==> config.mk <==
export PLATFORM = sky130hd
export DESIGN_NAME = axil_demux_1xn
export DESIGN_NICKNAME = d
export VERILOG_FILES = /design/src/rtl/axil_demux_1xn.sv
export SDC_FILE = /design/constraint.sdc
export NUM_CORES = 1
export LEC_CHECK = 0
export BUFFER_PORTS_ARGS = -buffer_cell sky130_fd_sc_hd__buf_2
export CAP_MARGIN = 0
export CORE_AREA = 2 2 272 274
export CTS_BUF_LIST = sky130_fd_sc_hd__clkbuf_16
export DETAILED_ROUTE_END_ITERATION = 8
export DIE_AREA = 0 0 274 276
export PLACE_DENSITY = 0.3
export SYNTH_ARGS = -nofsm -noshare
export SYNTH_HDL_FRONTEND = slang
export SYNTH_SLANG_ARGS = --single-unit
==> constraint.sdc <==
create_clock -name clk -period 2.39 [get_ports clk]
set_clock_uncertainty 0.15 [all_clocks]
set_input_delay 0.478 -clock clk [delete_from_list [all_inputs] [get_ports clk]]
set_output_delay 0.478 -clock clk [all_outputs]
set_load 0.005 [all_outputs]
==> src/rtl/axil_demux_1xn.sv <==
// AXI4-Lite 1-to-N address demultiplexer with BASE/MASK decode and a local DECERR responder.
// Read and write paths are independent FSMs, each allowing one outstanding transaction.
module axil_demux_1xn #(
   parameter int N_PORTS      = 4,
   parameter int ADDR_WIDTH   = 32,
   parameter int M_ADDR_WIDTH = 24,
   parameter int DATA_WIDTH   = 32,
   parameter int STRB_WIDTH   = DATA_WIDTH/8,
   parameter logic [N_PORTS*ADDR_WIDTH-1:0] BASE_ADDR = {N_PORTS{32'h0}},
   parameter logic [N_PORTS*ADDR_WIDTH-1:0] ADDR_MASK = {N_PORTS{32'hF000_0000}}
) (
   input  logic                            clk,
   input  logic                            rst,
   input  logic [ADDR_WIDTH-1:0]           s_awaddr,
   input  logic [2:0]                      s_awprot,
   input  logic                            s_awvalid,
   output logic                            s_awready,
   input  logic [DATA_WIDTH-1:0]           s_wdata,
   input  logic [STRB_WIDTH-1:0]           s_wstrb,
   input  logic                            s_wvalid,
   output logic                            s_wready,
   output logic [1:0]                      s_bresp,
   output logic                            s_bvalid,
   input  logic                            s_bready,
   input  logic [ADDR_WIDTH-1:0]           s_araddr,
   input  logic [2:0]                      s_arprot,
   input  logic                            s_arvalid,
   output logic                            s_arready,
   output logic [DATA_WIDTH-1:0]           s_rdata,
   output logic [1:0]                      s_rresp,
   output logic                            s_rvalid,
   input  logic                            s_rready,
   output logic [N_PORTS*M_ADDR_WIDTH-1:0] m_awaddr,
   output logic [N_PORTS*3-1:0]            m_awprot,
   output logic [N_PORTS-1:0]              m_awvalid,
   input  logic [N_PORTS-1:0]              m_awready,
   output logic [N_PORTS*DATA_WIDTH-1:0]   m_wdata,
   output logic [N_PORTS*STRB_WIDTH-1:0]   m_wstrb,
   output logic [N_PORTS-1:0]              m_wvalid,
   input  logic [N_PORTS-1:0]              m_wready,
   input  logic [N_PORTS*2-1:0]            m_bresp,
   input  logic [N_PORTS-1:0]              m_bvalid,
   output logic [N_PORTS-1:0]              m_bready,
   output logic [N_PORTS*M_ADDR_WIDTH-1:0] m_araddr,
   output logic [N_PORTS*3-1:0]            m_arprot,
   output logic [N_PORTS-1:0]              m_arvalid,
   input  logic [N_PORTS-1:0]              m_arready,
   input  logic [N_PORTS*DATA_WIDTH-1:0]   m_rdata,
   input  logic [N_PORTS*2-1:0]            m_rresp,
   input  logic [N_PORTS-1:0]              m_rvalid,
   output logic [N_PORTS-1:0]              m_rready,
   output logic                            dec_err
);

   localparam int SEL_W = (N_PORTS > 1) ? $clog2(N_PORTS) : 1;

   typedef enum logic [1:0] {W_IDLE, W_ISSUE, W_WAIT_B, W_RESP} w_state_t;
   typedef enum logic [1:0] {R_IDLE, R_ISSUE, R_WAIT_R, R_RESP} r_state_t;

   // Returns {hit, sel}; scanning downward lets the lowest matching index win.
   function automatic logic [SEL_W:0] decode(input logic [ADDR_WIDTH-1:0] addr);
      logic [SEL_W:0] r;
      r = '0;
      for (int i = N_PORTS-1; i >= 0; i--) begin
         if ((addr & ADDR_MASK[i*ADDR_WIDTH +: ADDR_WIDTH]) == BASE_ADDR[i*ADDR_WIDTH +: ADDR_WIDTH])
            r = {1'b1, SEL_W'(i)};
      end
      return r;
   endfunction

   w_state_t                w_state_q, w_state_d;
   logic                    aw_held_q, aw_held_d, w_held_q, w_held_d;
   logic                    aw_pend_q, aw_pend_d, w_pend_q, w_pend_d;
   logic [ADDR_WIDTH-1:0]   awaddr_q, awaddr_d;
   logic [2:0]              awprot_q, awprot_d;
   logic [DATA_WIDTH-1:0]   wdata_q, wdata_d;
   logic [STRB_WIDTH-1:0]   wstrb_q, wstrb_d;
   logic [SEL_W-1:0]        w_sel_q, w_sel_d;
   logic [1:0]              bresp_q, bresp_d;

   r_state_t                r_state_q, r_state_d;
   logic [M_ADDR_WIDTH-1:0] araddr_q, araddr_d;
   logic [2:0]              arprot_q, arprot_d;
   logic [SEL_W-1:0]        r_sel_q, r_sel_d;
   logic [DATA_WIDTH-1:0]   rdata_q, rdata_d;
   logic [1:0]              rresp_q, rresp_d;

   logic                    dec_err_q, dec_err_d;
   logic                    w_miss, r_miss, aw_fire, w_fire;
   logic [ADDR_WIDTH-1:0]   w_addr_eff;
   logic [SEL_W:0]          w_dec, r_dec;

   always_comb begin
      w_state_d  = w_state_q;
      aw_held_d  = aw_held_q;
      w_held_d   = w_held_q;
      aw_pend_d  = aw_pend_q;
      w_pend_d   = w_pend_q;
      awaddr_d   = awaddr_q;
      awprot_d   = awprot_q;
      wdata_d    = wdata_q;
      wstrb_d    = wstrb_q;
      w_sel_d    = w_sel_q;
      bresp_d    = bresp_q;
      s_awready  = 1'b0;
      s_wready   = 1'b0;
      s_bvalid   = 1'b0;
      m_awvalid  = '0;
      m_wvalid   = '0;
      m_bready   = '0;
      w_miss     = 1'b0;
      aw_fire    = 1'b0;
      w_fire     = 1'b0;
      w_addr_eff = awaddr_q;
      w_dec      = '0;
      case (w_state_q)
         W_IDLE: begin
            s_awready = !aw_held_q;
            s_wready  = !w_held_q;
            aw_fire   = s_awvalid && !aw_held_q;
            w_fire    = s_wvalid && !w_held_q;
            if (aw_fire) begin
               awaddr_d   = s_awaddr;
               awprot_d   = s_awprot;
               aw_held_d  = 1'b1;
               w_addr_eff = s_awaddr;
            end
            if (w_fire) begin
               wdata_d  = s_wdata;
               wstrb_d  = s_wstrb;
               w_held_d = 1'b1;
            end
            if ((aw_held_q || aw_fire) && (w_held_q || w_fire)) begin
               w_dec     = decode(w_addr_eff);
               aw_held_d = 1'b0;
               w_held_d  = 1'b0;
               if (w_dec[SEL_W]) begin
                  w_state_d = W_ISSUE;
                  w_sel_d   = w_dec[SEL_W-1:0];
                  aw_pend_d = 1'b1;
                  w_pend_d  = 1'b1;
               end else begin
                  w_state_d = W_RESP;
                  bresp_d   = 2'b11;
                  w_miss    = 1'b1;
               end
            end
         end
         W_ISSUE: begin
            m_awvalid[w_sel_q] = aw_pend_q;
            m_wvalid[w_sel_q]  = w_pend_q;
            if (aw_pend_q && m_awready[w_sel_q]) aw_pend_d = 1'b0;
            if (w_pend_q && m_wready[w_sel_q])   w_pend_d  = 1'b0;
            if (!aw_pend_d && !w_pend_d) w_state_d = W_WAIT_B;
         end
         W_WAIT_B: begin
            m_bready[w_sel_q] = 1'b1;
            if (m_bvalid[w_sel_q]) begin
               bresp_d   = m_bresp[int'(w_sel_q)*2 +: 2];
               w_state_d = W_RESP;
            end
         end
         default: begin
            s_bvalid = 1'b1;
            if (s_bready) w_state_d = W_IDLE;
         end
      endcase
   end

   always_comb begin
      r_state_d = r_state_q;
      araddr_d  = araddr_q;
      arprot_d  = arprot_q;
      r_sel_d   = r_sel_q;
      rdata_d   = rdata_q;
      rresp_d   = rresp_q;
      s_arready = 1'b0;
      s_rvalid  = 1'b0;
      m_arvalid = '0;
      m_rready  = '0;
      r_miss    = 1'b0;
      r_dec     = '0;
      case (r_state_q)
         R_IDLE: begin
            s_arready = 1'b1;
            if (s_arvalid) begin
               r_dec    = decode(s_araddr);
               araddr_d = s_araddr[M_ADDR_WIDTH-1:0];
               arprot_d = s_arprot;
               if (r_dec[SEL_W]) begin
                  r_state_d = R_ISSUE;
                  r_sel_d   = r_dec[SEL_W-1:0];
               end else begin
                  r_state_d = R_RESP;
                  rdata_d   = '0;
                  rresp_d   = 2'b11;
                  r_miss    = 1'b1;
               end
            end
         end
         R_ISSUE: begin
            m_arvalid[r_sel_q] = 1'b1;
            if (m_arready[r_sel_q]) r_state_d = R_WAIT_R;
         end
         R_WAIT_R: begin
            m_rready[r_sel_q] = 1'b1;
            if (m_rvalid[r_sel_q]) begin
               rdata_d   = m_rdata[int'(r_sel_q)*DATA_WIDTH +: DATA_WIDTH];
               rresp_d   = m_rresp[int'(r_sel_q)*2 +: 2];
               r_state_d = R_RESP;
            end
         end
         default: begin
            s_rvalid = 1'b1;
            if (s_rready) r_state_d = R_IDLE;
         end
      endcase
   end

   assign dec_err_d = w_miss || r_miss;

   always_ff @(posedge clk) begin
      if (rst) begin
         w_state_q <= W_IDLE;
         aw_held_q <= 1'b0;
         w_held_q  <= 1'b0;
         aw_pend_q <= 1'b0;
         w_pend_q  <= 1'b0;
         awaddr_q  <= '0;
         awprot_q  <= '0;
         wdata_q   <= '0;
         wstrb_q   <= '0;
         w_sel_q   <= '0;
         bresp_q   <= '0;
         r_state_q <= R_IDLE;
         araddr_q  <= '0;
         arprot_q  <= '0;
         r_sel_q   <= '0;
         rdata_q   <= '0;
         rresp_q   <= '0;
         dec_err_q <= 1'b0;
      end else begin
         w_state_q <= w_state_d;
         aw_held_q <= aw_held_d;
         w_held_q  <= w_held_d;
         aw_pend_q <= aw_pend_d;
         w_pend_q  <= w_pend_d;
         awaddr_q  <= awaddr_d;
         awprot_q  <= awprot_d;
         wdata_q   <= wdata_d;
         wstrb_q   <= wstrb_d;
         w_sel_q   <= w_sel_d;
         bresp_q   <= bresp_d;
         r_state_q <= r_state_d;
         araddr_q  <= araddr_d;
         arprot_q  <= arprot_d;
         r_sel_q   <= r_sel_d;
         rdata_q   <= rdata_d;
         rresp_q   <= rresp_d;
         dec_err_q <= dec_err_d;
      end
   end

   // Payload is broadcast; only the selected port ever sees a valid.
   assign m_awaddr = {N_PORTS{awaddr_q[M_ADDR_WIDTH-1:0]}};
   assign m_awprot = {N_PORTS{awprot_q}};
   assign m_wdata  = {N_PORTS{wdata_q}};
   assign m_wstrb  = {N_PORTS{wstrb_q}};
   assign m_araddr = {N_PORTS{araddr_q}};
   assign m_arprot = {N_PORTS{arprot_q}};
   assign s_bresp  = bresp_q;
   assign s_rdata  = rdata_q;
   assign s_rresp  = rresp_q;
   assign dec_err  = dec_err_q;

endmodule

Word level (Yosys, flattened, before mapping)
Cells that the tools add are included.
{"block": "classes", "mux": 74, "n_reduce_logical": 40, "order_cmp": 4, "bitwise": 2, "shifts": 3, "eq_ne": 13}
{"operator": "32-bit 2-to-1 mux", "count": 5}
{"operator": "128-bit by 8-bit variable part select with 32-bit output", "count": 1}
{"operator": "32-bit zero test", "count": 2}
{"operator": "32-bit case mux with 2 select lines", "count": 1}
{"operator": "2-bit 2-to-1 mux", "count": 16}
{"operator": "1-bit 2-to-1 mux", "count": 28}
{"operator": "4-bit 2-to-1 mux", "count": 5}
{"operator": "3-bit 2-to-1 mux", "count": 6}
{"operator": "2-bit inequality test, second input constant", "count": 9}
{"operator": "4-bit AND reduction", "count": 4}
{"operator": "8-bit by 4-bit variable part select with 2-bit output", "count": 2}
{"operator": "2-bit case mux with 3 select lines", "count": 2}
{"operator": "1-bit binary-select mux with 2-bit select", "count": 5}
{"operator": "2-bit AND reduction", "count": 5}
{"operator": "2-bit nonzero test", "count": 5}
{"operator": "3-bit AND reduction", "count": 3}
{"operator": "4-bit bitwise AND", "count": 2}
{"operator": "1-bit logical AND", "count": 8}
{"operator": "2-bit case mux with 2 select lines", "count": 2}
{"operator": "4-bit nonzero test", "count": 2}
{"operator": "2-bit by 3-bit less-than comparator with 1-bit output, second input constant", "count": 2}
{"operator": "3-bit OR reduction", "count": 2}
{"operator": "1-bit demux with 2-bit select", "count": 2}
{"operator": "2-bit by 1-bit equality test with 1-bit output, second input constant", "count": 2}
{"operator": "other kinds (6)", "count": 15}
{"block": "totals", "out_inout_bits": 422, "reg_bits": 147}

Depth between registers and ports, before layout
Gate-level depths: netlist (run 1).
{"block": "logic_depth", "word_depth": 12, "depth_mapped": 8, "ltp_nobuf": 6}

Least setup slack after synthesis (run 1)
No wires, ideal clock.
{"block": "synth_timing", "kind": "register to register", "start": "reg r_state_q[0]", "end": "reg rdata_q[0], in the netlist s_rdata[0]", "synth_period_minus_slack_ns": 1.989, "path_buffers": 2, "setup_ns": 0.117, "path_slack_ns": 0.401, "stages_incl_launch_ff": 9, "t_arrival_ns": 1.722, "required_ns": 2.123, "path_cell_list": "dfxtp_1 inv_1 ha_1 buf_6 nor2b_4 a2111oi_2 nor2_2 buf_6 a22o_1"}
{"block": "synth_via", "elab_chain_len": 3}
{"item": "start: declaration", "line_no": "81", "source": "r_state_t r_state_q, r_state_d;"}
{"item": "start signal: assignment", "line_no": "254", "source": "r_state_q <= r_state_d;"}
{"item": "2-bit equality test / 2-bit zero test (equally long branches)", "line_no": "183", "source": "case (r_state_q)"}
{"item": "2-bit inequality test (no line) / 2-bit nonzero test (equally long branches)"}
{"item": "4-bit AND reduction (no line)"}
{"item": "end signal: assignment", "line_no": "258", "source": "rdata_q <= rdata_d;"}
{"item": "end: declaration", "line_no": "85", "source": "logic [DATA_WIDTH-1:0] rdata_q, rdata_d;"}
Several ways; a longest one is shown, not always the timed one.
A chain may end at the register's enable or synchronous reset.

Worst setup path after layout (run 1)
{"block": "layout_timing", "start": "reg w_state_q[1]", "end": "out s_awready"}
{"block": "layout_via", "elab_chain_len": 2}
{"item": "start: declaration", "line_no": "71", "source": "w_state_t w_state_q, w_state_d;"}
{"item": "start signal: assignment", "line_no": "243", "source": "w_state_q <= w_state_d;"}
{"item": "2-bit zero test", "line_no": "116", "source": "case (w_state_q)"}
{"item": "1-bit 2-to-1 mux", "line_no": "116"}
{"item": "end: declaration", "line_no": "17", "source": "output logic s_awready,"}
Every way passes these cells.

==> results.py, run 1 <==
metrics = {
    "clock_tree": {
        "clkTransAtPathRegs_ps": 70,
        "insertion_delay_ps": 480,
        "cts_max_level": 4,
        "cts_sinks": 139,
        "cts_tree": "built",
        "cts_buffers": 17,
        "clk_path_buf_depth": 2,
        "cts_root_buf": "clkbuf_16",
    },
    "route": {
        "viasPerCell": 3.01,
        "wirelength_microns": 30000,
        "drtPass1Iterations": 4,
        "drc_errors": 0,
        "vias": 6457,
        "drt_iter0_markers": 190,
        "drtAntennaViolNets": 0,
        "wire_per_inst_microns": 14.0,
    },
    "layout": {
        "multi_input_area_sq_mm": 0.00218,
        "regArea_sq_mm": 0.00278,
        "area_delta_synth_final_pct": 31.6,
        "fillerInstances": 8479,
        "drive_gt1_frac": 0.528,
        "nNetsFinal": 1457,
    },
    "min_path": {
        "min_path_type": "in2reg",
    },
    "pwr": {
        "sw_frac_of_total": 0.393,
        "p_comb_frac": 0.384,
        "p_int_mw": 5.79,
        "leakagePower_nw": 5.06,
        "pwr-share-clk": 0.278,
        "p_per_area_mw_per_mm2": 972,
        "p_seq_frac": 0.338,
        "vdd_ir_drop_max_mv": 0.304,
        "power_switching_mw": 3.74,
    },
    "run_status": {
        "outcome": "finished clean",
    },
    "synth": {
        "yosysUniqueCellTypes": 42,
        "yosys_warnings": 0,
        "seq_area_frac_synth": 0.374,
        "synth_flop_cell": "dfxtp_1",
        "postSynthAreaPerCell_sq_um": 8.25,
        "syn-cell-area_sq_mm": 0.00745,
        "synthArstFlopShare": 0,
        "ys_ff_latch": 139,
        "synth-edff-count": 0,
        "synthCells": 903,
    },
    "timing": {
        "fin_setup_tns_ps": 0,
        "slew_viol_final": 0,
        "holdWs_ps": 73.8,
        "hold_violations": 0,
        "worst_pin_slew_ps": 717,
        "timing.final.crit_share": 0.942,
        "setup_viol": 0,
        "rsz0062_at_grt": "false",
        "fmax_mhz": 444,
        "fin_crit_ps": 2250,
        "max_slew_margin": 0.522,
    },
    "setup_path": {
        "slowest_stage": "dfxtp_2",
        "cp_max_fo": 5,
        "endpoint_kind": "primary output",
        "r2r_setup_slack_ps": 190,
        "cp_cell_sequence": "inv_2 > ha_2 > buf_6 > nor2b_2 > buf_4 > buf_2",
        "path_class": "reg2out",
        "cp_num_buf_inv": 4,
        "cp_top_family": "buffers and inverters",
        "worstPathArrival_ps": 1620,
        "start_kind": "register",
        "critPathRequiredTime_ps": 1760,
        "slowest_delay_ps": 360,
    },
    "placed_design": {
        "post-dp-hpwl_microns": 23100,
        "place_congestion": 0.701,
        "numPortBuffers": 552,
    },
    "grt": {
        "grt-ovfl-total": 0,
        "grt_pass1_wl_microns": 41500,
        "antenna_found_initial": 8,
        "track_usage": 0.0770,
        "grt_pass1_vias": 6013,
        "grt_max_degree": 53,
    },
    "die": {
        "initial_core_util": 0.103,
        "row_count": 99,
        "die_x_microns": 274,
        "ios": 699,
        "die_y_microns": 276,
        "dieArea_sq_mm": 0.0756,
        "core-area_sq_mm": 0.0726,
    },
    "job": {
        "max_cap_viol_count": 0,
    },
}
==> cell type report <==
| cell class | count | area share |
|---|---|---|
| antenna | 1 | 0.000255 |
| clock buffer | 17 | 0.0434 |
| clock inverter | 15 | 0.0131 |
| inverter | 12 | 0.00459 |
| multi-input combinational | 420 | 0.223 |
| sequential | 139 | 0.284 |
| tap | 959 | 0.122 |
| timing repair buffer | 581 | 0.310 |
==> logic make-up after synthesis <==
family	count (synthesis)	share of synthesized area
other	1	0.000503
flip-flops	139	0.374
buffers and inverters	359	0.344
AND/OR/NAND/NOR	239	0.134
adder cells (fa/ha/maj)	9	0.0151
AO/OA/AOI/OAI	154	0.130
multiplexers	2	0.00269
==> cells in the mapped netlist, types with 3 or more instances <==
master / count / share of area
inv_1: 12 / 0.0060
and2_1: 4 / 0.0034
buf_4: 309 / 0.31
nand2_1: 198 / 0.10
a21oi_1: 98 / 0.066
buf_6: 7 / 0.011
o22ai_1: 4 / 0.0034
nor2b_1: 8 / 0.0067
nor2_1: 14 / 0.0071
dfxtp_1: 139 / 0.37
clkbuf_1: 29 / 0.015
a211oi_1: 3 / 0.0030
ha_1: 9 / 0.015
a22o_1: 32 / 0.038
==> sequential cells by signal, indices dropped and copies added (netlist names), 2 cells and up <==
signal / count
s_rdata: 32
wdata_q: 32
awaddr_q: 28
araddr_q: 24
wstrb_q: 4
arprot_q: 3
awprot_q: 3
r_state_q: 2
s_bresp: 2
s_rresp: 2
w_state_q: 2
==> what timing repair did <==
action                                  4_1_cts  5_1_grt
endpoints found under the setup margin        2       34
gates cloned                                  0        1
setup buffers                                 1        0
endpoints found under the hold margin         5        0
hold buffers                                  5        0
gates resized for setup                       4        2
==> per-stage QoR <==
| stage | cells | cell area [sq um] | setup slack (ps) | util | total power [mW] |
|---|---|---|---|---|---|
| floorplan | 917 | 7500 | 401 | - | 5.92 |
| global placement | 2104 | 9170 | 27.4 | 0.126 | 7.00 |
| detailed placement | 2104 | 9170 | 25.6 | 0.126 | 7.00 |
| CTS | 2142 | 9790 | 1.77 | 0.135 | 9.88 |
| global route | 2143 | 9800 | 14.8 | 0.135 | 10.4 |
| finish | 2144 | 9810 | 138 | 0.135 | 9.53 |
==> worst register-to-register path, delay by kind of cell, from the launching register on <==
kind                     cells  cell delay (ps)
AO/OA/AOI/OAI                2              660
buffers and inverters        3              430
flip-flops                   1              390
adder cells (fa/ha/maj)      1              230
AND/OR/NAND/NOR              2              220
==> layer usage <==
metal	track usage	wire length [microns]	vias to the layer above
met3	0.0348	2770	31
li1	-	-	3141
met1	0.0949	13300	2966
met4	0.0276	447	8
met2	0.117	13400	311
met5	0	41	-
==> power groups by stage <==
stage                     logic [mW]  registers [mW]  clock network [mW]
after floorplan                 2.70            3.22                   0
after global placement          3.75            3.26                   0
after detailed placement        3.71            3.28                   0
after CTS                       3.77            3.24                2.88
after global routing            4.11            3.32                2.93
final                           3.66            3.22                2.65
==> layout by cell type (no fill, tap or decap), types with 5 or more instances in the layout <==
| cell type | instances |
|---|---|
| a21oi_1 | 98 |
| a22o_1 | 32 |
| buf_2 | 551 |
| buf_4 | 21 |
| clkbuf_16 | 17 |
| clkinv_4 | 5 |
| conb_1 | 15 |
| dfxtp_1 | 138 |
| dlygate4sd3_1 | 5 |
| ha_1 | 8 |
| inv_1 | 11 |
| inv_6 | 6 |
| nand2_1 | 198 |
| nor2_1 | 12 |
| nor2b_1 | 7 |
==> path summary, 6_finish.rpt <==
| check | from | cells after the start | endpoint |
|---|---|---|---|
| hold reg to reg | aw_pend_q$_SDFFE_PP0P_ | 2 | aw_pend_q$_SDFFE_PP0P_ |
| hold / removal | m_rdata[31] | 2 | s_rdata[31]$_SDFFE_PP0P_ |
| setup reg to reg | r_state_q[0]$_SDFFE_PP0P_ | 8 | s_rdata[3]$_SDFFE_PP0P_ |
| setup / recovery | w_state_q[1]$_SDFFE_PP0P_ | 6 | s_awready |
(Power assumes the default switching activity.)
==> run 2, diff against run 1 <==
--- a/config.mk
+++ b/config.mk
@@ -11,6 +11,7 @@
 export CTS_BUF_LIST = sky130_fd_sc_hd__clkbuf_16
 export DETAILED_ROUTE_END_ITERATION = 8
 export DIE_AREA = 0 0 274 276
+export GPL_TIMING_DRIVEN = 0
 export PLACE_DENSITY = 0.3
 export SYNTH_ARGS = -nofsm -noshare
 export SYNTH_HDL_FRONTEND = slang
==> run 2 against run 1 <==
  * Power grew 14%
  * Critical path depth fell by 1
  * Clock-buffer cell count unchanged
  * First-iteration DRC count increased by 21%
  * Combinational power rose by 31%
  * Via count rose by 17%
  * Worst hold slack is essentially flat
  * Global-route usage up 1.5 points
  * Fmax rose by 0.18%
  * Sequential share of layout area is 5.6 points lower
  * Final area up 25%
  * Utilization up 3.3 points
  * Critical endpoint is now s_wready
==> results.py, run 2 (synthesized netlist as in run 1, its figures left out) <==
metrics = {
    "setup_path": {
        "endpoint_kind": "primary output",
        "r2r_end": "s_rdata[15]$_SDFFE_PP0P_",
        "worstPathArrival_ps": 1620,
        "cp_max_fo": 10,
        "rr_worst_depth": 8,
        "start_kind": "register",
        "r2r_start": "r_state_q[0]$_SDFFE_PP0P_",
        "path_class": "reg2out",
        "r2r_setup_slack_ps": 190,
        "critPathRequiredTime_ps": 1760,
    },
    "timing": {
        "fin_crit_ps": 2250,
        "slew_viol_final": 0,
        "timing.final.crit_share": 0.941,
        "setup_viol": 0,
        "rsz0062_at_grt": "false",
        "fin_ws_ps": 142,
        "fmax_mhz": 445,
        "worst_pin_slew_ps": 788,
        "holdWs_ps": 74.0,
        "max_slew_margin": 0.474,
        "hold_violations": 0,
    },
    "job": {
        "max_cap_viol_count": 0,
    },
    "clock_tree": {
        "cts_max_level": 4,
        "cts_root_buf": "clkbuf_16",
        "clkTransAtPathRegs_ps": 70,
        "cts_tree": "built",
        "insertion_delay_ps": 480,
        "clk_path_buf_depth": 2,
        "cts_sinks": 139,
        "cts_buffers": 17,
    },
    "layout": {
        "final_common_cell": "buf_2",
        "area_delta_synth_final_pct": 64.2,
        "drive_gt1_frac": 0.613,
        "nNetsFinal": 1784,
        "final_cell_mix": "553 x buf_2, 310 x buf_4, 198 x nand2_1",
        "regArea_sq_mm": 0.00278,
        "fillerInstances": 8378,
        "fin_cells": 2474,
        "multi_input_area_sq_mm": 0.00220,
    },
    "die": {
        "dieArea_sq_mm": 0.0756,
        "core-area_sq_mm": 0.0726,
        "ios": 699,
        "row_count": 99,
        "die_y_microns": 276,
        "initial_core_util": 0.103,
        "die_x_microns": 274,
    },
    "pwr": {
        "vdd_ir_drop_max_mv": 0.562,
        "p_per_area_mw_per_mm2": 889,
        "leakagePower_nw": 6.72,
    },
    "min_path": {
        "min_to": "s_rdata[23]$_SDFFE_PP0P_",
        "worstHoldStart": "m_rdata[23]",
        "min_path_type": "in2reg",
        "holdPathStages": 2,
    },
    "route": {
        "drt_iter0_markers": 229,
        "drc_errors": 0,
        "viasPerCell": 3.06,
        "wirelength_microns": 35600,
        "wire_per_inst_microns": 14.4,
        "drtAntennaViolNets": 0,
        "drtPass1Iterations": 4,
        "vias": 7569,
    },
    "placed_design": {
        "place_congestion": 0.738,
        "numPortBuffers": 552,
        "post-dp-hpwl_microns": 29800,
        "placed_cells": 2428,
        "place_ws_ps": -628,
    },
    "grt": {
        "grt-ovfl-total": 0,
        "track_usage": 0.0923,
        "grt_max_degree": 17,
        "grt_pass1_vias": 7027,
        "grt_pass1_wl_microns": 49700,
        "antenna_found_initial": 17,
    },
    "run_status": {
        "outcome": "finished clean",
    },
}
-- run 2: cell count changes in the layout (fill, tap and decap cells not counted), moves of 4 or more --
cell / delta
clkbuf_1: +20
clkinv_4: -4
buf_4: +289
clkbuf_2: +7
buf_6: +6
dlygate4sd3_1: +5
-- run 2: critical path, cell delays in order (launching register included) --
cell and delay, ps:
dfxtp_1 350, inv_2 100, ha_4 180, clkbuf_8 170, nor2b_1 140, buf_2 200
-- run 2: repair_timing --
action,4_1_cts,5_1_grt
pin swaps,0,1
hold buffers,10,0
endpoints found under the hold margin,10,0
buffers inserted,0,1
endpoints found under the setup margin,43,62
resized for setup,13,14
-- run 2: report_power, final --
part	internal (mW)	switching [mW]	leakage [nW]
Sequential	2.77	0.538	1.14
Clock	1.47	1.29	0.281
Combinational	2.59	2.22	5.30
Total	6.83	4.05	6.72
-- run 2: area by class of cell --
cell class              count  share of cell area
inverters                  12             0.00368
clock inverters            15              0.0127
flip-flops and latches    139               0.228
diodes                      4            0.000818
repair buffers            563               0.235
plain buffers             346               0.207
well taps                 959              0.0981
clock buffers              17              0.0348
multi-input cells         419               0.180
-- run 2: worst max-delay path by stage --
stage                              startpoint                        to  slack [ps]  depth (start not counted)
floorplan           r_state_q[0]$_SDFFE_PP0P_   s_rdata[0]$_SDFFE_PP0P_         400                          8
global placement    w_state_q[0]$_SDFFE_PP0P_  wdata_q[17]$_SDFFE_PP0P_        -600                          7
detailed placement  w_state_q[0]$_SDFFE_PP0P_  wdata_q[14]$_SDFFE_PP0P_        -630                          7
CTS                 w_state_q[0]$_SDFFE_PP0P_                 s_awready           7                          5
global route        w_state_q[1]$_SDFFE_PP0P_                 s_awready           1                          5
finish              w_state_q[1]$_SDFFE_PP0P_                  s_wready         140                          5
-- run 2: stage by stage --
step	power [mW]	setup TNS (ps)	utilization	cell area (sq um)
after floorplan	5.92	0	-	7500
after global placement	8.17	-19320	0.158	11500
after detailed placement	8.16	-20190	0.158	11500
after CTS	11.2	0	0.168	12200
after global routing	11.8	0	0.168	12200
final	10.9	0	0.169	12200
-- run 2: per-layer routing --
metal  vias to the layer above  GRT usage  wire (microns)
li1                       3807          -               -
met1                      3398      0.106           14600
met2                       305      0.148           16700
met3                        41     0.0476            3720
met4                        18     0.0275             457
met5                         -          0             100
==> run 3, diff against run 2 <==
--- a/config.mk
+++ b/config.mk
@@ -7,10 +7,10 @@
 export LEC_CHECK = 0
 export BUFFER_PORTS_ARGS = -buffer_cell sky130_fd_sc_hd__buf_2
 export CAP_MARGIN = 0
-export CORE_AREA = 2 2 272 274
+export CORE_AREA = 2 2 275 277
 export CTS_BUF_LIST = sky130_fd_sc_hd__clkbuf_16
 export DETAILED_ROUTE_END_ITERATION = 8
-export DIE_AREA = 0 0 274 276
+export DIE_AREA = 0 0 277 279
 export GPL_TIMING_DRIVEN = 0
 export PLACE_DENSITY = 0.3
 export SYNTH_ARGS = -nofsm -noshare
==> run 3 against run 2 <==
  * Fmax barely moved
  * Combinational power about the same
  * Global-route usage shrank 0.29 points
  * Register-to-register slack lost 20 ps
  * Sequential cell count did not move
  * Sequential share of layout area about the same
  * Die area grew 2.2%
  * Clock-buffer cell count is the same
  * Utilization decreased by 0.34 points
==> results.py, run 3 (synthesized netlist as in run 1, its figures left out) <==
metrics = {
    "grt": {
        "antenna_found_initial": 11,
        "grt_max_degree": 17,
        "track_usage": 0.0894,
        "grt-ovfl-total": 0,
        "grt_pass1_vias": 7216,
        "grt_pass1_wl_microns": 49500,
    },
    "run_status": {
        "outcome": "finished clean",
    },
    "setup_path": {
        "path_depth": 5,
        "cp_num_buf_inv": 3,
        "rr_worst_depth": 8,
        "critPathRequiredTime_ps": 1760,
        "cp_max_fo": 10,
        "path_class": "reg2out",
        "cp_cell_sequence": "inv_2 > ha_4 > clkbuf_8 > nor2b_4 > buf_4",
        "start_kind": "register",
        "cp_top_family": "buffers and inverters",
        "slowest_stage": "dfxtp_1",
        "endpoint_kind": "primary output",
        "slowest_delay_ps": 400,
        "worstPathArrival_ps": 1620,
    },
    "placed_design": {
        "post-dp-hpwl_microns": 29400,
        "place_ws_ps": -599,
        "numPortBuffers": 552,
        "place_congestion": 0.714,
    },
    "pwr": {
        "p_int_mw": 6.97,
        "leakagePower_nw": 6.73,
        "vdd_ir_drop_max_mv": 0.479,
        "p_seq_frac": 0.300,
        "power_mw": 11.0,
        "power_switching_mw": 4.04,
        "p_comb_frac": 0.438,
        "p_per_area_mw_per_mm2": 900,
        "pwr-share-clk": 0.262,
        "sw_frac_of_total": 0.367,
    },
    "timing": {
        "worst_pin_slew_ps": 798,
        "slew_viol_final": 0,
        "fin_ws_ps": 142,
        "timing.final.crit_share": 0.941,
        "fin_crit_ps": 2250,
        "holdWs_ps": 66.5,
        "hold_violations": 0,
        "setup_viol": 0,
        "fmax_mhz": 445,
        "max_slew_margin": 0.464,
    },
    "clock_tree": {
        "cts_max_level": 4,
        "cts_tree": "built",
        "clk_path_buf_depth": 2,
        "clkTransAtPathRegs_ps": 70,
        "insertion_delay_ps": 480,
        "cts_sinks": 139,
        "cts_buffers": 17,
        "cts_root_buf": "clkbuf_16",
    },
    "layout": {
        "regArea_sq_mm": 0.00278,
        "drive_gt1_frac": 0.616,
        "area_delta_synth_final_pct": 64.1,
        "final_common_cell": "buf_2",
        "fillerInstances": 8496,
        "nNetsFinal": 1782,
        "utilization": 0.165,
        "multi_input_area_sq_mm": 0.00220,
        "final_cell_mix": "551 x buf_2, 313 x buf_4, 198 x nand2_1",
    },
    "job": {
        "max_cap_viol_count": 0,
    },
    "route": {
        "drtPass1Iterations": 7,
        "viasPerCell": 3.06,
        "vias": 7577,
        "drc_errors": 0,
        "drt_iter0_markers": 227,
        "wire_per_inst_microns": 14.3,
        "wirelength_microns": 35300,
        "drtAntennaViolNets": 0,
    },
    "die": {
        "ios": 699,
        "initial_core_util": 0.101,
        "dieArea_sq_mm": 0.0773,
        "core-area_sq_mm": 0.0741,
        "die_x_microns": 277,
        "die_y_microns": 279,
        "row_count": 100,
    },
    "min_path": {
        "holdPathStages": 2,
        "min_path_type": "in2reg",
    },
}
## run 3: power by group through the flow
stage / clock (mW) / sequential (mW) / combinational [mW]
2_1_floorplan: 0 / 3.22 / 2.70
3_3_place_gp: 0 / 3.35 / 4.83
3_5_place_dp: 0 / 3.37 / 4.79
4_1_cts: 3.07 / 3.33 / 4.91
5_1_grt: 3.13 / 3.41 / 5.36
6_report: 2.88 / 3.30 / 4.82
## run 3: per-layer routing
metal | track usage | vias to the layer above | wire length (microns)
li1 | - | 3798 | -
met1 | 0.105 | 3417 | 14900
met2 | 0.143 | 313 | 16600
met3 | 0.0428 | 37 | 3320
met4 | 0.0288 | 12 | 518
met5 | 0 | - | 69
## run 3: stage by stage
step / TNS [ps] / cells / instance area, sq um
floorplan: 0 / 917 / 7500
global placement: -19920 / 2438 / 11500
finish: 0 / 2479 / 12200
global route: -0.164 / 2478 / 12200
CTS: 0 / 2475 / 12200
detailed placement: -22600 / 2438 / 11500
## run 3: final cells by class
| type | count | area share |
|---|---|---|
| Buffer | 346 | 0.207 |
| Multi-Input combinational cell | 419 | 0.180 |
| Clock inverter | 15 | 0.0144 |
| Antenna cell | 1 | 0.000205 |
| Sequential cell | 139 | 0.228 |
| Timing Repair Buffer | 561 | 0.233 |
| Clock buffer | 17 | 0.0348 |
| Inverter | 12 | 0.00368 |
| Tap cell | 969 | 0.0992 |
## run 3: worst paths after layout
check | startpoint | to | slack, ps
max | w_state_q[1]$_SDFFE_PP0P_ | s_wready | 140
min reg2reg | aw_pend_q$_SDFFE_PP0P_ | aw_pend_q$_SDFFE_PP0P_ | 310
max reg2reg | r_state_q[0]$_SDFFE_PP0P_ | s_rdata[0]$_SDFFE_PP0P_ | 170
min | m_rdata[27] | s_rdata[27]$_SDFFE_PP0P_ | 70
## run 3: worst reg2reg max path, delay by kind of cell (launching register included)
kind / cells / cell delay [ps]
adders and majority gates: 1 / 240
and+or+nand+nor: 2 / 290
buffers and inverters: 3 / 410
DFF: 1 / 390
AOI/OAI and AO/OA: 2 / 640
## run 3: repair_timing
action	4_1_cts	5_1_grt
hold endpoints to repair	6	0
hold buffers	6	0
resized for setup	17	11
pin swaps	0	1
buffers inserted	0	3
setup endpoints to repair	62	48
cloned	0	0
